### src/rtl/mmio_dma_pkg.sv
// Shared constants for the mmio_dma copy engine: register map, control/status
// bit positions and FSM state encodings.
package mmio_dma_pkg;

    localparam int ADDR_W = 32;
    localparam int LEN_W  = 16;

    localparam logic [2:0] REG_SRC    = 3'd0;
    localparam logic [2:0] REG_DST    = 3'd1;
    localparam logic [2:0] REG_LEN    = 3'd2;
    localparam logic [2:0] REG_CTRL   = 3'd3;
    localparam logic [2:0] REG_STATUS = 3'd4;
    localparam logic [2:0] REG_REMAIN = 3'd5;

    localparam int CTRL_START   = 0;
    localparam int CTRL_IE      = 1;
    localparam int CTRL_ABORT   = 2;

    localparam int STAT_BUSY    = 0;
    localparam int STAT_DONE    = 1;
    localparam int STAT_ABORTED = 2;

    typedef enum logic [2:0] {
        ST_IDLE    = 3'd0,
        ST_RD_REQ  = 3'd1,
        ST_RD_WAIT = 3'd2,
        ST_WR_REQ  = 3'd3,
        ST_WR_WAIT = 3'd4
    } dma_state_t;

endpackage

### src/rtl/mmio_dma_if.sv
// Master-side bus of the copy engine into the MMIO mapper's request/ready port.
interface mmio_dma_if;
    import mmio_dma_pkg::*;

    logic [ADDR_W-1:0] m_a;
    logic [31:0]       m_d;
    logic              m_we;
    logic              m_rd;
    logic [31:0]       m_spo;
    logic              m_ready;

    modport master (output m_a, m_d, m_we, m_rd, input m_spo, m_ready);
    modport slave  (input m_a, m_d, m_we, m_rd, output m_spo, m_ready);

endinterface

### src/rtl/mmio_dma_regs.sv
// CPU-facing register file of mmio_dma: decode, combinational readback,
// sticky DONE/ABORTED flags and the self-clearing START/ABORT strobes.
module mmio_dma_regs
    import mmio_dma_pkg::*;
(
    input  logic              clk,
    input  logic              rst_n,
    input  logic [2:0]        cfg_a,
    input  logic [31:0]       cfg_d,
    input  logic              cfg_we,
    output logic [31:0]       cfg_spo,
    input  logic              busy,
    input  logic [LEN_W-1:0]  remain,
    input  logic              done_set,
    input  logic              aborted_set,
    output logic [ADDR_W-1:0] src,
    output logic [ADDR_W-1:0] dst,
    output logic [LEN_W-1:0]  len,
    output logic              start_go,
    output logic              abort_go,
    output logic              irq
);

    logic [ADDR_W-3:0] src_q;
    logic [ADDR_W-3:0] dst_q;
    logic [LEN_W-1:0]  len_q;
    logic              ie_q;
    logic              done_q;
    logic              aborted_q;

    logic wr_src, wr_dst, wr_len, wr_ctrl, wr_stat;

    assign wr_src   = cfg_we && (cfg_a == REG_SRC) && !busy;
    assign wr_dst   = cfg_we && (cfg_a == REG_DST) && !busy;
    assign wr_len   = cfg_we && (cfg_a == REG_LEN) && !busy;
    assign wr_ctrl  = cfg_we && (cfg_a == REG_CTRL);
    assign wr_stat  = cfg_we && (cfg_a == REG_STATUS);

    assign start_go = wr_ctrl && cfg_d[CTRL_START] && !busy;
    assign abort_go = wr_ctrl && cfg_d[CTRL_ABORT] && busy;

    always_ff @(posedge clk or negedge rst_n) begin
        if (!rst_n) begin
            src_q     <= '0;
            dst_q     <= '0;
            len_q     <= '0;
            ie_q      <= 1'b0;
            done_q    <= 1'b0;
            aborted_q <= 1'b0;
        end else begin
            if (wr_src) src_q <= cfg_d[ADDR_W-1:2];
            if (wr_dst) dst_q <= cfg_d[ADDR_W-1:2];
            if (wr_len) len_q <= cfg_d[LEN_W-1:0];
            if (wr_ctrl) ie_q <= cfg_d[CTRL_IE];
            // An internal set always beats a START clear or a software clear.
            if (done_set)
                done_q <= 1'b1;
            else if (start_go || (wr_stat && cfg_d[STAT_DONE]))
                done_q <= 1'b0;
            if (aborted_set)
                aborted_q <= 1'b1;
            else if (start_go || (wr_stat && cfg_d[STAT_ABORTED]))
                aborted_q <= 1'b0;
        end
    end

    always_comb begin
        cfg_spo = '0;
        case (cfg_a)
            REG_SRC:    cfg_spo = {src_q, 2'b00};
            REG_DST:    cfg_spo = {dst_q, 2'b00};
            REG_LEN:    cfg_spo = {{(32-LEN_W){1'b0}}, len_q};
            REG_CTRL:   cfg_spo = {30'd0, ie_q, 1'b0};
            REG_STATUS: cfg_spo = {29'd0, aborted_q, done_q, busy};
            REG_REMAIN: cfg_spo = {{(32-LEN_W){1'b0}}, remain};
            default:    cfg_spo = '0;
        endcase
    end

    assign src = {src_q, 2'b00};
    assign dst = {dst_q, 2'b00};
    assign len = len_q;
    assign irq = done_q && ie_q;

endmodule

### src/rtl/mmio_dma.sv
// Word-granular memory-to-memory copy engine: one read/write pulse pair per
// word on the mapper port, completing with sticky DONE and a level irq.
//
//   state      | meaning
//   -----------+---------------------------------------------------------
//   ST_IDLE    | no transfer; with pend_q set, started and waiting for m_ready
//   ST_RD_REQ  | one-cycle read pulse at the working source address
//   ST_RD_WAIT | wait for read completion, capture m_spo
//   ST_WR_REQ  | one-cycle write pulse of the captured word to destination
//   ST_WR_WAIT | wait for write completion, advance pointers and count
module mmio_dma
    import mmio_dma_pkg::*;
(
    input  logic        clk,
    input  logic        rst_n,
    input  logic [2:0]  cfg_a,
    input  logic [31:0] cfg_d,
    input  logic        cfg_we,
    output logic [31:0] cfg_spo,
    output logic        irq,
    mmio_dma_if.master  m
);

    dma_state_t state_q, state_d;
    logic       pend_q, pend_d;
    logic       abort_q;
    logic       first_q;
    logic       busy;

    logic [ADDR_W-1:0] src_w_q, dst_w_q, src_n, dst_n;
    logic [LEN_W-1:0]  cnt_q, cnt_n;
    logic [31:0]       data_q, data_n;

    logic [ADDR_W-1:0] m_a_q;
    logic [31:0]       m_d_q;
    logic              m_rd_q, m_we_q;

    logic [ADDR_W-1:0] reg_src, reg_dst;
    logic [LEN_W-1:0]  reg_len;
    logic              start_go, abort_go;
    logic              done_set, aborted_set;
    logic              load, capture, advance, accept;

    mmio_dma_regs u_regs (
        .clk         (clk),
        .rst_n       (rst_n),
        .cfg_a       (cfg_a),
        .cfg_d       (cfg_d),
        .cfg_we      (cfg_we),
        .cfg_spo     (cfg_spo),
        .busy        (busy),
        .remain      (cnt_q),
        .done_set    (done_set),
        .aborted_set (aborted_set),
        .src         (reg_src),
        .dst         (reg_dst),
        .len         (reg_len),
        .start_go    (start_go),
        .abort_go    (abort_go),
        .irq         (irq)
    );

    assign busy = (state_q != ST_IDLE) || pend_q;

    // The mapper may keep ready high for the cycle after a pulse; ignore it.
    assign accept = m.m_ready && !first_q;

    always_comb begin
        state_d     = state_q;
        pend_d      = pend_q;
        done_set    = 1'b0;
        aborted_set = 1'b0;
        load        = 1'b0;
        capture     = 1'b0;
        advance     = 1'b0;
        case (state_q)
            ST_IDLE: begin
                if (start_go) begin
                    if (reg_len == '0) begin
                        done_set = 1'b1;
                    end else begin
                        load = 1'b1;
                        if (m.m_ready) state_d = ST_RD_REQ;
                        else           pend_d  = 1'b1;
                    end
                end else if (pend_q && m.m_ready) begin
                    pend_d  = 1'b0;
                    state_d = ST_RD_REQ;
                end
            end
            ST_RD_REQ: state_d = ST_RD_WAIT;
            ST_RD_WAIT: begin
                if (accept) begin
                    capture = 1'b1;
                    if (abort_q) begin
                        state_d     = ST_IDLE;
                        done_set    = 1'b1;
                        aborted_set = 1'b1;
                    end else begin
                        state_d = ST_WR_REQ;
                    end
                end
            end
            ST_WR_REQ: state_d = ST_WR_WAIT;
            ST_WR_WAIT: begin
                if (accept) begin
                    advance = 1'b1;
                    if ((cnt_q == LEN_W'(1)) || abort_q) begin
                        state_d     = ST_IDLE;
                        done_set    = 1'b1;
                        aborted_set = abort_q;
                    end else begin
                        state_d = ST_RD_REQ;
                    end
                end
            end
            default: begin
                state_d = ST_IDLE;
                pend_d  = 1'b0;
            end
        endcase
    end

    always_ff @(posedge clk or negedge rst_n) begin
        if (!rst_n) begin
            state_q <= ST_IDLE;
            pend_q  <= 1'b0;
        end else begin
            state_q <= state_d;
            pend_q  <= pend_d;
        end
    end

    always_comb begin
        src_n  = load ? reg_src : (advance ? src_w_q + ADDR_W'(4) : src_w_q);
        dst_n  = load ? reg_dst : (advance ? dst_w_q + ADDR_W'(4) : dst_w_q);
        cnt_n  = load ? reg_len : (advance ? cnt_q - LEN_W'(1) : cnt_q);
        data_n = capture ? m.m_spo : data_q;
    end

    // Bus strobes are registered from next-state so they never follow m_ready
    // combinationally.
    always_ff @(posedge clk or negedge rst_n) begin
        if (!rst_n) begin
            abort_q <= 1'b0;
            first_q <= 1'b0;
            src_w_q <= '0;
            dst_w_q <= '0;
            cnt_q   <= '0;
            data_q  <= '0;
            m_rd_q  <= 1'b0;
            m_we_q  <= 1'b0;
            m_a_q   <= '0;
            m_d_q   <= '0;
        end else begin
            abort_q <= done_set ? 1'b0 : (abort_q || abort_go);
            first_q <= (state_q == ST_RD_REQ) || (state_q == ST_WR_REQ);
            src_w_q <= src_n;
            dst_w_q <= dst_n;
            cnt_q   <= cnt_n;
            data_q  <= data_n;
            m_rd_q  <= (state_d == ST_RD_REQ);
            m_we_q  <= (state_d == ST_WR_REQ);
            if (state_d == ST_RD_REQ)
                m_a_q <= src_n;
            else if (state_d == ST_WR_REQ)
                m_a_q <= dst_n;
            if (state_d == ST_WR_REQ)
                m_d_q <= data_n;
        end
    end

    assign m.m_a  = m_a_q;
    assign m.m_d  = m_d_q;
    assign m.m_rd = m_rd_q;
    assign m.m_we = m_we_q;

endmodule

### src/flat_wrapper.sv
// flat-port wrapper written by rule: the top's interface ports become plain ports
module mmio_dma_flat import mmio_dma_pkg::*;
  (clk, rst_n, cfg_a, cfg_d, cfg_we, cfg_spo, irq, m_m_a, m_m_d, m_m_we, m_m_rd, m_m_spo, m_m_ready);
  mmio_dma_if m_i ();
  input  logic clk;
  input  logic rst_n;
  input  logic [2:0] cfg_a;
  input  logic [31:0] cfg_d;
  input  logic cfg_we;
  output logic [31:0] cfg_spo;
  output logic irq;
  output wire logic [$bits(m_i.m_a)-1:0] m_m_a;
  output wire logic [$bits(m_i.m_d)-1:0] m_m_d;
  output wire logic [$bits(m_i.m_we)-1:0] m_m_we;
  output wire logic [$bits(m_i.m_rd)-1:0] m_m_rd;
  input wire logic [$bits(m_i.m_spo)-1:0] m_m_spo;
  input wire logic [$bits(m_i.m_ready)-1:0] m_m_ready;
  assign m_m_a = m_i.m_a;
  assign m_m_d = m_i.m_d;
  assign m_m_we = m_i.m_we;
  assign m_m_rd = m_i.m_rd;
  assign m_i.m_spo = m_m_spo;
  assign m_i.m_ready = m_m_ready;
  mmio_dma u_core (.clk(clk), .rst_n(rst_n), .cfg_a(cfg_a), .cfg_d(cfg_d), .cfg_we(cfg_we), .cfg_spo(cfg_spo), .irq(irq), .m(m_i));
endmodule
### config.mk
export PLATFORM = sky130hd
export DESIGN_NAME = mmio_dma_flat
export DESIGN_NICKNAME = d
export VERILOG_FILES = /design/src/rtl/mmio_dma_pkg.sv /design/src/rtl/mmio_dma_if.sv /design/src/rtl/mmio_dma_regs.sv /design/src/rtl/mmio_dma.sv /design/src/flat_wrapper.sv
export SDC_FILE = /design/constraint.sdc
export NUM_CORES = 1
export LEC_CHECK = 0
export ABC_AREA = 0
export BUFFER_PORTS_ARGS = -buffer_cell sky130_fd_sc_hd__buf_4
export CELL_PAD_IN_SITES_DETAIL_PLACEMENT = 0
export CELL_PAD_IN_SITES_GLOBAL_PLACEMENT = 2
export CORE_AREA = 2 2 186 188
export CTS_CLUSTER_DIAMETER = 100
export DETAILED_ROUTE_END_ITERATION = 6
export DIE_AREA = 0 0 188 190
export GPL_TIMING_DRIVEN = 0
export PLACE_DENSITY_LB_ADDON = 0.1
export SLEW_MARGIN = 20
export SYNTH_ARGS = -nofsm -noshare
export SYNTH_HDL_FRONTEND = slang
export SYNTH_SLANG_ARGS = --single-unit
### constraint.sdc
create_clock -name clk -period 3.4 [get_ports clk]
set_input_delay 0.51 -clock clk [delete_from_list [all_inputs] [get_ports clk]]
set_output_delay 0.51 -clock clk [all_outputs]
set_load 0.005 [all_outputs]
# --- Yosys cells after proc, flatten, opt, wreduce, memory -nomap -nowiden ---
# Index checks and enable logic that the tools add are counted.
totals:
  in_bits: 71
  register_bits: 263
  out_inout_bits: 99
  word_cells: 117
op_classes:
  muxes: 45
  n_reduce_logical: 35
  n_bitwise: 1
  n_addsub: 3
  n_eq_ne: 15
ops:
  columns: ["operator", "n"]
  rows:
  - ["32-bit 2-to-1 mux", 7]
  - ["32-bit one-hot mux with 6 select lines", 1]
  - ["32-bit by 3-bit adder with 32-bit output, second input constant", 2]
  - ["16-bit 2-to-1 mux", 2]
  - ["1-bit 2-to-1 mux", 24]
  - ["3-bit 2-to-1 mux", 6]
  - ["1-bit logical AND", 17]
  - ["16-bit by 1-bit equality test with 1-bit output, second input constant", 1]
  - ["16-bit logical NOT", 1]
  - ["16-bit by 1-bit subtractor with 16-bit output, second input constant", 1]
  - ["3-bit by 2-bit equality test with 1-bit output, second input constant", 5]
  - ["3-bit one-hot mux with 5 select lines", 1]
  - ["3-bit by 1-bit equality test with 1-bit output, second input constant", 3]
  - ["3-bit equality test, second input constant", 3]
  - ["2-bit nonzero test", 4]
  - ["3-bit logical NOT", 2]
  - ["1-bit logical OR", 6]
  - ["3-bit != test, second input constant", 2]
  - ["1-bit one-hot mux with 2 select lines", 2]
  - ["4-bit AND reduction", 1]
  - ["4-bit OR reduction", 1]
  - ["3-bit by 2-bit != test with 1-bit output, second input constant", 1]
  - ["1-bit one-hot mux with 3 select lines", 1]
  - ["3-bit nonzero test", 1]
  - ["3 further kinds", 4]

# --- Depth between registers and ports, before layout ---
logic_depth:
  word_depth: 9
  ltp_mapped: 10
  mapped_depth_nobuf: 10

# --- Hierarchy ---
# A second synthesis with hierarchy kept.
unflattened:
  cells_unflattened: 1111
  hier_area_um2: 12638.4
modules_own_cells:
  columns: ["module", "cells_each", "area_each_um2", "seq_area_each_um2", "instances"]
  rows:
  - ["mmio_dma", 841, 8991.1, 4604.4, 1]
  - ["mmio_dma_regs", 270, 3647.2, 1976.9, 1]

# --- Worst setup path after synthesis ---
# Ideal clock, no wire load.
synth_timing:
  path_type: "register -> register"
  startpoint: "reg u_core.cnt_q[8]"
  endpoint: "reg u_core.m_a_q[14] (netlist: u_core.m.m_a[14])"
  path_stages_with_launch: 10
  t_arrival_ns: 2.248
  synth_period_minus_slack_ns: 2.374
  t_required_ns: 3.274
  setup_slack_ns: 1.026
  n_path_buf: 1
  path_cell_list: "dfrtp_1 -> or4_1 -> clkbuf_1 -> or3_1 -> nor3_1 -> o22a_2 -> inv_2 -> nand2_2 -> inv_2 -> a221o_1"
synth_between:
  elab_chain_len: 7
  word_cells_on_any_way: 9
synth_rtl:
  columns: ["item", "line", "text"]
  rows:
  - ["from (decl)", "mmio_dma.sv:31", "logic [LEN_W-1:0] cnt_q, cnt_n;"]
  - ["from (signal assigned)", "mmio_dma.sv:160", "cnt_q <= cnt_n;"]
  - ["16-bit by 1-bit equality test with 1-bit output (*)", "mmio_dma.sv:108", "if ((cnt_q == LEN_W'(1)) || abort_q) begin"]
  - ["1-bit logical OR (*)", "mmio_dma.sv:108", null]
  - ["1-bit 2-to-1 mux (*)", "mmio_dma.sv:108", null]
  - ["3-bit 2-to-1 mux (*)", "mmio_dma.sv:106", "if (accept) begin"]
  - ["3-bit one-hot mux with 5 select lines (*)", "mmio_dma.sv:76", "case (state_q)"]
  - ["3-bit by 1-bit equality test with 1-bit output / 3-bit by 2-bit equality test with 1-bit output (equally long branches)", "mmio_dma.sv:164, mmio_dma.sv:166", null]
  - ["32-bit 2-to-1 mux / 2-bit nonzero test (equally long branches)", null, null]
  - ["to (signal assigned)", "mmio_dma.sv:165", "m_a_q <= src_n;"]
  - ["to (signal assigned)", "mmio_dma.sv:167", "m_a_q <= dst_n;"]
  - ["to (decl)", "mmio_dma.sv:34", "logic [ADDR_W-1:0] m_a_q;"]
# Every way passes the cells marked *; elsewhere a longest branch is shown, timed or not.
# A chain may end at the register's enable or synchronous reset.

# --- Final worst setup path ---
layout_timing:
  startpoint: "reg u_core.state_q[1]"
  endpoint: "reg u_core.m_a_q[5] (netlist: u_core.m.m_a[5])"
layout_between:
  elab_chain_len: 9
  word_cells_on_any_way: 28
layout_rtl:
  columns: ["item", "line", "text"]
  rows:
  - ["from (decl)", "mmio_dma.sv:24", "dma_state_t state_q, state_d;"]
  - ["from (signal assigned)", "mmio_dma.sv:129", "state_q <= state_d;"]
  - ["branches (longest 9 deep; another with 32-bit 2-to-1 mux)", null, null]
# Several ways; the timed one is not identified. The select of a mux whose other input is x is not followed.

==> impl.org <==
** Floorplanning
- Number of core rows :: approximately 70
- Once the floorplan was initialized, standard cells occupied 36.39% of the core.
- During I/O placement, the number of pins put on the boundary was 170.
- The die covers 35720 µm².
- Chip width :: 188 µm
- The floorplan step set the die height to 190 µm.
- Core footprint :: 33950 µm²

** Routing
- Sum of routed wire length over all layers :: approximately 42000 µm
- Wire length per cell after detailed routing :: 22.62 µm
- Dividing the detail-routed via count by the number of cells gives 5.382.
- Iter 0 DRT Violations :: between 700 and 800
- Once detail routing completed, the nets flagged for antenna violations numbered 0.
- In the routed design, unresolved DRC markers number 0.
- Number of vias after detailed routing :: 9999
- Detailed-router iteration count before antenna repair :: 5

** Synthesis
- The most common cell in the synthesized netlist is sky130_fd_sc_hd__dfrtp_1.
- After synthesis, the most frequently instantiated cells are sky130_fd_sc_hd__dfrtp_1 (263), sky130_fd_sc_hd__nor2_1 (152), sky130_fd_sc_hd__mux2_2 (111), sky130_fd_sc_hd__nand2_1 (91), sky130_fd_sc_hd__o21ai_0 (46).
- After synthesis, flip-flops and latches occupy 53.27% of the total area.
- Synthesis Warnings :: 0
- The synthesized netlist occupies a cell area of between 10000 and 15000 µm².
- Yosys top cell area share :: 53.27%
- Mapped Cells :: 1175
- Synthesis produced a netlist with a net count of between 1000 and 1500.
- Yosys top cell by area :: sky130_fd_sc_hd__dfrtp_1
- Top cells by area in the synthesized netlist :: sky130_fd_sc_hd__dfrtp_1 (53%), sky130_fd_sc_hd__mux2_2 (10%), sky130_fd_sc_hd__nor2_1 (4.6%)
- Counting flops with a built-in enable in the synthesized netlist gives 0.
- Dividing the synthesized area by the synthesized cell count gives 10.51 µm².
- For this run, asynchronously set or reset flops after synthesis account for between 90% and 100%.
- #FFs+latches synth :: 263
- The netlist uses between 60 and 70 different library cells.
- Flip-flop cell with the highest count after synthesis :: sky130_fd_sc_hd__dfrtp_1

** Outcome
- Outcome :: finished clean

** Clocking
- Total clock buffers created by CTS :: 31
- Sink count of the clock tree :: 263
- Number of levels the H-tree was split into :: 1
- TritonCTS built the clock tree.
- The tree is rooted in a sky130_fd_sc_hd__clkbuf_16.
- The clock passes through at most 3 buffers.
- Worst skew pair latency :: ~0.57 ns
- Clock-pin slew was measured on the worst setup and hold paths at 0.06 ns.

** STA
- Setup total negative slack on the finished layout was measured at 0 ns.
- Peak clock frequency supported by timing :: 310.0 MHz
- The worst path needs about 3.2 ns of the cycle, external delays included.
- Worst Skew :: 0.01989 ns
- Worst slew margin relative to its limit :: 26.69%
- Pins Over Slew Limit :: 0
- Setup repair after global routing left no endpoint under its margin.
- Fin crit share :: 94.89%
- Final count of hold timing violations :: 0
- Setup violations remaining at the end of the flow were counted as 0.
- Slew @ Worst Pin :: roughly 1.1 ns

** Setup path
- Cells traversed along the worst timing path :: buf_2 > nor4_2 > nand3_2 > nor2_1 > buf_4 > buf_2 > nor2_1 > o21ai_0 > a31o_2
- The worst setup path is of the register to register kind.
- Data required, critical path :: 3.89 ns
- STA classifies the critical path endpoint as a register.
- The number of buffers and inverters on the critical path is 3.
- Along the worst path, the maximum fanout reaches 10.
- The largest single stage delay on the critical path is between 0.7 and 0.8 ns.
- STA classifies the critical path startpoint as a register.
- Slowest CP cell :: sky130_fd_sc_hd__nor4_2
- Crit path arrival time :: 3.72 ns
- Among cell families on the critical path, the largest total delay comes from simple AND/OR/NAND/NOR gates.

** Place
- Total of buffers placed on input and output ports :: between 150 and 200
- Summed over all nets, the half-perimeter wirelength after detailed placement is roughly 30000 µm.
- Number of instances in the placed design :: 1801
- Routability-driven placement finished with a final weighted congestion of 0.8772.
- After detailed placement, the total cell area comes to approximately 14000 µm².

** GRT
- Number of global-route vias before repair :: between 10000 and 15000
- Largest net degree at the start of global routing :: 73
- Met2 Track Usage GR :: 36.77%
- The number of antenna violations at the first check in global routing is 0.
- GR Layer Usage met1 :: 33.55%
- Global-route track usage on met3 :: 4.962%
- Overall global routing resource usage :: between 20% and 30%
- Global-route layer with the greatest usage :: met2
- Wire length of the first global-routing pass :: 63540 µm
- After global routing the overflow that remains totals 0.

** Power and ir drop
- Worst vdd ir :: 0.4633 mV
- Logic pwr share :: 32.7%
- Post-route total power :: around 14 mW
- Proportion of total power due to net switching :: 35.40%
- Sequential cells account for 42.9% of the total power.
- The share of total power dissipated in the clock network is 24.4%.
- Internal :: 8.790 mW
- Dividing total power by cell area gives a power density of 886.2 nW/µm².
- Static leakage :: 6.722 nW
- Psw :: 4.816 mW

** Job
- Total of max-cap violations :: 0

** Final layout
- With fillers left out, the area of the finished cells amounts to 15350 µm².
- Net count reported at finish :: 1454
- Area Overhead vs Synth :: 24.28%
- Share of final-layout standard cells stronger than drive strength 1 :: approximately 28%
- The number of antenna diodes in the final layout is 0.
- Fill cells :: about 3300
- Utilization of the core after routing :: a little under half
- Non-Filler Instances :: 1858

** Min path
- Tightest Hold Check Type :: input pin to register
-- flip-flops by register name, summed over array words and instances, names as in the netlist, 3 cells and up --
name,flops
u_core.state_q,3
u_core.data_q,32
u_core.u_regs.len,16
u_core.m.m_d,32
u_core.cnt_q,16
u_core.u_regs.dst_q,30
u_core.dst_w_q,32
u_core.src_w_q,32
u_core.m.m_a,32
u_core.u_regs.src_q,30
-- worst paths after layout --
kind | end | depth (start not counted) | from | slack [ns]
worst min-delay path | u_core.u_regs.dst_q[29] | 2 | cfg_d[31] | 0.19
max in group asynchronous | u_core.data_q[16] | 4 | rst_n | 2.04
worst max-delay path | u_core.m.m_a[5] | 9 | u_core.state_q[1] | 0.17
worst min register to register | u_core.m.m_a[1] | 2 | u_core.m.m_a[1] | 0.47
min in group asynchronous | u_core.u_regs.len[1] | 2 | rst_n | 0.46
worst max register to register | u_core.m.m_a[5] | 9 | u_core.state_q[1] | 0.17
-- power by group through the flow --
stage / Combinational [mW] / Sequential (mW) / Clock (mW)
after floorplan: 2.70 / 5.46 / 0
after global placement: 4.39 / 5.82 / 0
after global routing: 4.92 / 6.02 / 3.53
after detailed placement: 4.45 / 5.85 / 0
after CTS: 4.47 / 5.82 / 3.39
final: 4.45 / 5.84 / 3.32
-- logic make-up after synthesis --
family | after synthesis | synth area share [%]
and+or+nand+nor | 430 | 16.82
DFF | 263 | 53.27
AOI/OAI and AO/OA | 207 | 11.75
muxes | 115 | 10.44
buffers and inverters | 102 | 3.484
xor gates and xnor gates | 54 | 3.828
adders and majority gates | 4 | 0.4051
-- cell type report --
| class | instances | area [µm²] | share of cell area, % |
|---|---|---|---|
| plain buffers | 70 | 316.6 | 2.062 |
| flip-flops and latches | 263 | 6581 | 42.87 |
| clock buffers | 53 | 998.5 | 6.503 |
| well taps | 455 | 569.3 | 3.708 |
| multi-input cells | 810 | 5364 | 34.94 |
| repair buffers | 172 | 1381 | 8.997 |
| inverters | 31 | 116.4 | 0.7579 |
| clock inverters | 4 | 26.28 | 0.1711 |
-- layout by cell type, fill, tap and decap left out, types with 23 or more instances in the layout --
cell type	n
sky130_fd_sc_hd__a21oi_1	25
sky130_fd_sc_hd__dfrtp_1	263
sky130_fd_sc_hd__clkbuf_16	31
sky130_fd_sc_hd__nand2_1	90
sky130_fd_sc_hd__nand3_1	39
sky130_fd_sc_hd__inv_1	28
sky130_fd_sc_hd__xnor2_1	41
sky130_fd_sc_hd__a22oi_1	28
sky130_fd_sc_hd__clkbuf_1	48
sky130_fd_sc_hd__mux2_2	111
sky130_fd_sc_hd__nor2_1	152
sky130_fd_sc_hd__nor4_1	23
sky130_fd_sc_hd__o21ai_0	45
sky130_fd_sc_hd__buf_4	172
sky130_fd_sc_hd__nor3_1	33
-- metal layers --
layer	part of all wire, %	vias up
met3	6.9	53
li1	-	4613
met2	45	351
met5	0	-
met1	46	4982
met4	2.1	0
-- stage by stage --
stage | hold WS, ns | setup WS, ns
2_1_floorplan | 0.2144 | 1.026
3_3_place_gp | 0.4607 | -0.6135
3_5_place_dp | 0.4376 | -0.4309
4_1_cts | 0.1654 | 0.02001
5_1_grt | 0.1683 | 0.03774
6_report | 0.1858 | 0.1737
-- what timing repair did --
item | in CTS | in global routing
resized for setup | 6 | 12
hold buffers | 1 | 0
setup endpoints to repair | 29 | 27
endpoints found under the hold margin | 41 | 0
pin swaps | 0 | 1
buffers inserted | 0 | 0
cloned | 0 | 0
Note: power is estimated with default switching activity, not from simulation.
